## src/rtl/byte_packer.sv

```systemverilog
// byte_packer: packs NUM_BYTES bytes into one word with valid/ready on both sides and partial-word flush
module byte_packer #(
  parameter int BYTE_W    = 8,
  parameter int NUM_BYTES = 2,
  parameter bit MSB_FIRST = 1'b0
) (
  input  logic                        clk,
  input  logic                        rst,
  input  logic                        ce,
  input  logic                        byte_dv,
  input  logic [BYTE_W-1:0]           byte_in,
  output logic                        byte_rdy,
  input  logic                        flush,
  output logic                        word_dv,
  input  logic                        word_rdy,
  output logic [NUM_BYTES*BYTE_W-1:0] word,
  output logic [NUM_BYTES-1:0]        word_be,
  output logic                        busy
);
  localparam int CW = $clog2(NUM_BYTES + 1);
  localparam int WW = NUM_BYTES * BYTE_W;
  localparam logic [CW-1:0] LAST = CW'(NUM_BYTES - 1);
  logic [CW-1:0]        cnt_q, cnt_d;
  logic [WW-1:0]        acc_q, acc_d, acc_ins, word_q, word_d;
  logic [NUM_BYTES-1:0] fill_be, word_be_q, word_be_d;
  logic                 flush_pend_q, flush_pend_d, word_dv_q, word_dv_d;
  logic                 take, full, drain;
  for (genvar s = 0; s < NUM_BYTES; s++) begin : g_slot
    localparam int L = MSB_FIRST ? NUM_BYTES - 1 - s : s;
    assign acc_ins[L*BYTE_W +: BYTE_W] = (take && cnt_q == CW'(s)) ? byte_in : acc_q[L*BYTE_W +: BYTE_W];
    assign fill_be[L] = CW'(s) < cnt_q;
  end
  always_comb begin
    byte_rdy = ce & ~flush_pend_q & ((cnt_q != LAST) | ~word_dv_q | word_rdy);
    take = byte_dv & byte_rdy;
    full = take & (cnt_q == LAST);
    drain = ce & flush_pend_q & (~word_dv_q | word_rdy);
    cnt_d = (full | drain) ? '0 : take ? cnt_q + CW'(1) : cnt_q;
    acc_d = (full | drain) ? '0 : acc_ins;
    flush_pend_d = ~drain & (flush_pend_q | (ce & flush & ~full & (take | (cnt_q != '0))));
    word_dv_d = full | drain | (word_dv_q & ~word_rdy);
    word_d = full ? acc_ins : drain ? acc_q : word_q;
    word_be_d = full ? '1 : drain ? fill_be : word_be_q;
  end
  always_ff @(posedge clk or negedge rst) begin
    if (!rst) begin
      cnt_q <= '0;
      acc_q <= '0;
      flush_pend_q <= 1'b0;
      word_dv_q <= 1'b0;
      word_q <= '0;
      word_be_q <= '0;
    end else begin
      cnt_q <= cnt_d;
      acc_q <= acc_d;
      flush_pend_q <= flush_pend_d;
      word_dv_q <= word_dv_d;
      word_q <= word_d;
      word_be_q <= word_be_d;
    end
  end
  assign word_dv = word_dv_q;
  assign word = word_q;
  assign word_be = word_be_q;
  assign busy = (cnt_q != '0) | flush_pend_q;
endmodule
```

## config.mk

```make
export PLATFORM = sky130hd
export DESIGN_NAME = byte_packer
export DESIGN_NICKNAME = d
export VERILOG_FILES = /design/src/rtl/byte_packer.sv
export SDC_FILE = /design/constraint.sdc
export NUM_CORES = 1
export LEC_CHECK = 0
export ABC_AREA = 0
export CAP_MARGIN = 0
export CELL_PAD_IN_SITES_DETAIL_PLACEMENT = 0
export CELL_PAD_IN_SITES_GLOBAL_PLACEMENT = 1
export CORE_UTILIZATION = 30
export DETAILED_ROUTE_END_ITERATION = 12
export HOLD_SLACK_MARGIN = 0.03
export PLACE_DENSITY = 0.7
export SYNTH_ARGS = -nofsm -noshare
export SYNTH_HDL_FRONTEND = slang
export SYNTH_SLANG_ARGS = --single-unit
```

## constraint.sdc

```tcl
create_clock -name clk -period 1.8 [get_ports clk]
set_input_delay 0.18 -clock clk [delete_from_list [all_inputs] [get_ports clk]]
set_output_delay 0.18 -clock clk [all_outputs]
set_load 0.1 [all_outputs]
```

**Word level (Yosys, flattened, before mapping)**

Cells that the tools add are included.

- Register bits: 38
- Bits of input ports: 14
- Output and inout bits: 21
- Word-level logic and storage cells: 50

- Add/subtract/negate cells: 1
- Magnitude comparators: 2
- Equal/unequal tests: 2
- Mux-type cells: 9
- Bitwise gates (word level): 24
- Reductions and logical operators: 6

Operator list:

| cell | count |
|---|---|
| $mux 16 | 3 |
| $mux 8 | 2 |
| $and 1x1->1 | 11 |
| $mux 2 | 4 |
| $or 1x1->1 | 8 |
| $reduce_bool 2->1 | 3 |
| $not 1->1 | 5 |
| $lt 1x2->1 const A | 2 |
| $add 2x1->2 const B | 1 |
| $eq 2x1->1 const B | 1 |
| $logic_and 1x1->1 | 2 |
| $logic_not 2->1 | 1 |
| $ne 2x1->1 const B | 1 |

**Longest topological paths before layout**

- Depth in word-level cells: 11
- Depth in mapped cells: 8
- Mapped depth without buffers: 5

**Least setup slack after synthesis**

Ideal clock, no wire load.

- Path type: reg-to-output
- Start: register word_dv_q, in the netlist word_dv
- End: output port byte_rdy
- Arrival time: 2.003 ns
- Data required time: 1.620 ns
- Path slack: -0.383 ns
- Cell stages (with the launch flop): 3
- Path through: dfrtp_1 -> nand3b_1 -> and3_1

- Longest elaborated chain between the ends: 4

RTL lines:

| element | RTL line | source |
|---|---|---|
| start: declaration | 26 | `logic flush_pend_q, flush_pend_d, word_dv_q, word_dv_d;` |
| start signal: assignment | 57 | `word_dv_q <= word_dv_d;` |
| $not 1->1 | 34 | `byte_rdy = ce & ~flush_pend_q & ((cnt_q != LAST) \| ~word_dv_q \| word_rdy);` |
| $or 1x1->1 (2 in a row) | 34 |  |
| $and 1x1->1 | 34 |  |
| end: declaration | 12 | `output logic byte_rdy,` |

No other way between the ends.

**Worst setup path after layout**

- Start: register cnt_q[1]
- End: output port byte_rdy

- Longest elaborated chain between the ends: 4

RTL lines:

| element | RTL line | source |
|---|---|---|
| start: declaration | 23 | `logic [CW-1:0] cnt_q, cnt_d;` |
| start signal: assignment | 54 | `cnt_q <= cnt_d;` |
| $ne 2x1->1 | 34 |  |
| $or 1x1->1 (2 in a row) | 34 |  |
| $and 1x1->1 | 34 |  |

No other way between the ends.

==> metrics.md <==
| Metric | Value |
|---|---|
| Crit-path slowest cell | dfrtp_1 |
| Crit start category | flip-flop |
| Gp weighted congestion | 0.743 |
| Flop2flop setup slack | 0.13 ns |
| Critical path launch point | cnt_q[1] |
| Ant. Diodes | 0 |
| Final setup fails | 0 |
| Sum of negative setup slack | 0 ns |
| Rows | 28 |
| Max FO, Critical Path | 7 |
| Mapped Cells | 182 |
| Layout cell share with drive strength beyond 1 | 29.3% |
| Slew headroom | 63.8% |
| Worst R2R Path Depth | 6 |
| Max Buffers Root-to-Sink | 2 |
| Netlist cell types | 32 |
| Clock latency on the worst-skew pair | 0.29 ns |
| Primary FF master, synth | dfrtp_1 |
| R2R Path End | word[7] |
| Worst min path class | input port to asynchronous set/reset pin |
| Setup ws final | 0.0762 ns |
| Register area | 952 sq um |
| Vias in the first global route | 1,423 |
| # IOs | 35 |
| Area growth, synth to finish | 29.4% |
| Initial antenna violation count | 0 |
| Sequential area share after synthesis | 49.5% |
| 1st-iter DRT viols | 51 |
| Worst-margin pin slew | 0.543 ns |
| Overall die area | 6730 sq um |
| Most frequent cells in the layout | dfrtp_1, buf_4, inv_1 |
| DRT Pass-1 Iters | 4 |
| Die X | 82.0 um |
| Clock Skew | 0.00800 ns |
| CTS buffer count | 5 |
| H-tree depth | 2 |
| Final core occ | 41.0% |
| Avg Cell Area, Syn | 10.6 sq um |
| Number of flops mapped to enable cells by yosys | 0 |
| Ys async rst share | 100% |
| DPL Wire Length | 3.40 mm |
| Required time worst endpoint | 1.62 ns |
| Synthesized cell area | 1920 sq um |
| Tcrit/Tclk final | 95.8% |
| Gr ovfl total | 0 |
| Inst Count DP | 288 |
| Via Count | 1,510 |
| Most common cell after layout, fill and taps aside | dfrtp_1 |
| Number of synthesized register bits | 38 |
| Root buffer cell | clkbuf_8 |
| Arrival time at the worst endpoint | 1.54 ns |
| Largest net degree at the start of global routing | 25 |
| Yosys warning count | 0 |
| DRT antenna net count | 0 |
| Final nets | 237 |
| Starting density of the core | 31.7% |
| CORE AREA | 6060 sq um |
| Nature of the critical path endpoint | output port |
| CTS sink count | 38 |
| Slew Limit Fails | 0 |
| Fmax achieved | 580 MHz |
| Max Cap Violations | 0 |
| Number of cells on the critical path | 5 |
| CTS tree | yes |
| Worst path bufs/invs | 2 |
| Clk slew on worst S/H paths | 0.08 ns |
| CP max stage delay | 0.40 ns |
| Tmin final | 1.72 ns |
| Crit Path Class | flip-flop to output port |
| Top delay family on crit path | flip-flops |
| DRC errors left | 0 |
| Worst-path cell chain | inv_1 > ha_4 > nand3b_1 > and3_2 > buf_12 |
| Syn Nets | 198 |
| RSZ-0062 raised after global routing | no |
| Die Y | 82.0 um |
| Final count of hold timing violations | 0 |
| Placement Setup Slack | 0.0124 ns |
| DRT Wirelength | 4.67 mm |
| Setup Buffers After CTS | 0 |
| Vias per std cell | 5.08 |
| Fill cell count | 631 |
| Fin cells | 297 |
| PortBufs | 34 |
| Drt wl/cell | 15.7 um |
| Crit path to | byte_rdy |
| Status | finished clean |
| Global-route wire length before repair | 7.49 mm |
| Total GRT Usage | 15.3% |
| Multi-input gate area in the final layout | 826 sq um |
| Reg2reg start | cnt_q[1] |
-- Yosys cell counts (2+ instances only) --
| cell | instances | share of area, % |
|---|---|---|
| o21ai_0 | 8 | 2.1 |
| nand2_1 | 2 | 0.39 |
| o221a_2 | 13 | 7.6 |
| and4b_1 | 2 | 1.0 |
| buf_6 | 3 | 1.8 |
| clkbuf_1 | 4 | 0.78 |
| nand3_1 | 9 | 2.3 |
| a21oi_1 | 17 | 4.4 |
| nand3b_1 | 2 | 0.78 |
| nand4b_1 | 9 | 4.1 |
| buf_2 | 8 | 2.1 |
| ha_1 | 2 | 1.3 |
| and3b_1 | 2 | 0.91 |
| o221ai_1 | 3 | 1.4 |
| a31o_2 | 2 | 0.91 |
| nand4_1 | 8 | 2.6 |
| a41oi_1 | 8 | 3.6 |
| buf_1 | 3 | 0.59 |
| dfrtp_1 | 38 | 50 |
| inv_1 | 18 | 3.5 |
| nand2b_1 | 2 | 0.65 |
| and2_1 | 9 | 2.9 |
-- area by class of cell --
| type | count | area share (%) |
|---|---|---|
| multi-input cells | 108 | 33.2 |
| flip-flops and latches | 38 | 38.3 |
| clock buffers | 7 | 3.47 |
| inverters | 18 | 2.72 |
| clock inverters | 1 | 0.201 |
| well taps | 75 | 3.77 |
| repair buffers | 50 | 18.3 |
-- repair_timing --
item                                    in CTS  in global routing
hold endpoints to repair                    23                  0
endpoints found under the setup margin       1                 11
gates resized for setup                      1                  3
hold buffers                                 1                  0
-- per-stage QoR --
| stage | hold WS (ns) | instance area (sq um) |
|---|---|---|
| final | 0.403 | 2490 |
| after global routing | 0.476 | 2490 |
| after CTS | 0.432 | 2470 |
| after detailed placement | 0.213 | 2360 |
| after global placement | 0.209 | 2360 |
| after floorplan | -0.116 | 1920 |
-- routing by layer --
metal	GRT usage [%]	wire length, um	vias to the layer above
li1	-	-	766
met1	20.9	2380	712
met2	23.3	2080	27
met3	3.22	168	5
met4	6.32	43	0
met5	0	0	-
-- flip-flops by register name (all words and copies together), names as in the netlist --
signal        flops
acc_q            16
word             16
cnt_q             2
word_be           2
flush_pend_q      1
word_dv           1
-- how the worst min path moves through the flow --
stage	from	to	cells after the start
2_1_floorplan	rst	acc_q[0]	0
3_3_place_gp	rst	word[0]	1
3_5_place_dp	rst	word[0]	1
4_1_cts	rst	word[12]	2
5_1_grt	rst	word[12]	2
6_report	rst	word[10]	2
-- cell families (layout without fill, tap and decap cells) --
group	count (synthesis)	after routing	synth area share, %
adders and majority gates	2	2	1.30
DFF	38	38	49.5
AOI/OAI and AO/OA	56	56	22.9
buffers and inverters	36	76	8.73
muxes	1	1	0.521
and+or+nand+nor	49	49	17.1
Power is not shown: default switching activity piles up to over one toggle a cycle in this logic, so the estimate is an artifact.
==> RTL change: new RTL, same flow settings <==
Set the parameter `MSB_FIRST` to 1'b1 (it was 1'b0).
--- a/src/rtl/byte_packer.sv
+++ b/src/rtl/byte_packer.sv
@@ -3,5 +3,5 @@
   parameter int BYTE_W    = 8,
   parameter int NUM_BYTES = 2,
-  parameter bit MSB_FIRST = 1'b0
+  parameter bit MSB_FIRST = 1'b1
 ) (
   input  logic                        clk,
Behaviour: not the same (Yosys sat finds a counterexample within 4 cycles, from zero or initial values and one cycle with rst low).
==> RTL change against the original RTL <==
- routed wire length increased by 4.2%
- critical path type unchanged
- first-iteration DRC count rose by 7.8%
- critical endpoint unchanged
- worst setup slack got worse by 13 ps
- final area is 0.55% higher
- sequential cell count unchanged
- synthesized area is 1.7% lower
Power is left out: the tool's default activity adds up to more than one toggle a clock period on the data nets, which glitch-free logic cannot reach.
==> RTL change: results (changes against the original RTL) <==
* Final Net Count at 238 (was 237)
* Routed length on met2 at 2.319 mm (was 2.077 mm)
* Top post-synthesis cells by area: dfrtp_1, o221a_2, a21oi_1 (unchanged)
* Hold WS at 335.2 ps (was 402.7 ps)
* Worst R2R Path Depth at 5 (was 6)
* M1 wire length at 2.277 mm (was 2.380 mm)
* Sequential area share after synthesis at 50.36% (was 49.51%)
* Post-Place Cells at 286 (was 288)
* Slew @ Worst Pin at 400.8 ps (was 543.0 ps)
* Initial DRC Count at 55 (was 51)
* Worst-path fanout max at 8 (was 7)
* Share of layout cells above drive strength 1 at 30.49% (was 29.28%)
* Clock slew at reported path FFs at 80 ps (about the same)
* Non-filler instance count after layout at 298 (was 297)
* Setup Skew at 9.853 ps (was 8.003 ps)
* DP Wirelength at 3.543 mm (was 3.401 mm)
* Most instantiated cells after synthesis: dfrtp_1, a21oi_1, inv_1, o221a_2, clkbuf_1 (was dfrtp_1, inv_1, a21oi_1)
* Total GRT Usage at 16.30% (was 15.32%)
* Via/cell ratio at 5.211 (was 5.084)
* Critical path arrival at 1560 ps (was 1540 ps)
* Vias in the first global route at 1561 (was 1423)
* Crit. Startpoint: cnt_q[0] (was cnt_q[1])
* Critical R2R Capture: word[15] (was word[7])
* RD Place Congestion at 0.7964 (was 0.7427)
* Synth Net Count at 194 (was 198)
* Outcome: finished clean (unchanged)
* Routed WL at 4.866 mm (was 4.670 mm)
* Critical R2R Launch: cnt_q[1] (unchanged)
## RTL change: area by class of cell
class / instances / area [µm²]
clock inverters: 1 / 5.005
well taps: 75 / 93.84
multi-input cells: 112 / 840.8
clock buffers: 7 / 86.33
repair buffers: 52 / 470.5
flip-flops and latches: 38 / 954.7
fillers: 592 / 3491
inverters: 13 / 48.80
## RTL change: repair_timing
action / CTS / global route
hold endpoints to repair: 14 / 0
cloned: 1 / 0
hold buffers: 1 / 0
pin swaps: 2 / 0
resized for setup: 2 / 0
setup buffers: 1 / 1
setup endpoints to repair: 1 / 7
## RTL change: how the worst max path moves through the flow
| stage | slack (ps) | to |
|---|---|---|
| after floorplan | -150 | byte_rdy |
| after global placement | 60 | word[15] |
| after detailed placement | 60 | word[8] |
| after CTS | 30 | byte_rdy |
| after global routing | -5 | byte_rdy |
| final | 60 | byte_rdy |
## RTL change: worst max-delay path, stage by stage (launching register included)
cell     delay [ps]
dfrtp_1         410
ha_2            250
and3b_2         250
nor3_4          160
buf_12          200
## RTL change: metal layers
| metal | GRT usage [%] | vias to the layer above |
|---|---|---|
| li1 | - | 769 |
| met1 | 21.42 | 744 |
| met2 | 26.25 | 35 |
| met3 | 4.157 | 5 |
| met4 | 4.643 | 0 |
| met5 | 0 | - |
## RTL change: cell families (layout without fill, tap and decap cells)
group                    count (synthesis)  in the layout  synth area share, %
flip-flops                              38             38                50.36
AND/OR/NAND/NOR                         52             53                18.75
multiplexers                             1              1               0.5302
adder cells (fa/ha/maj)                  2              2                1.325
buffers and inverters                   29             73                6.361
AO/OA/AOI/OAI                           56             56                22.67
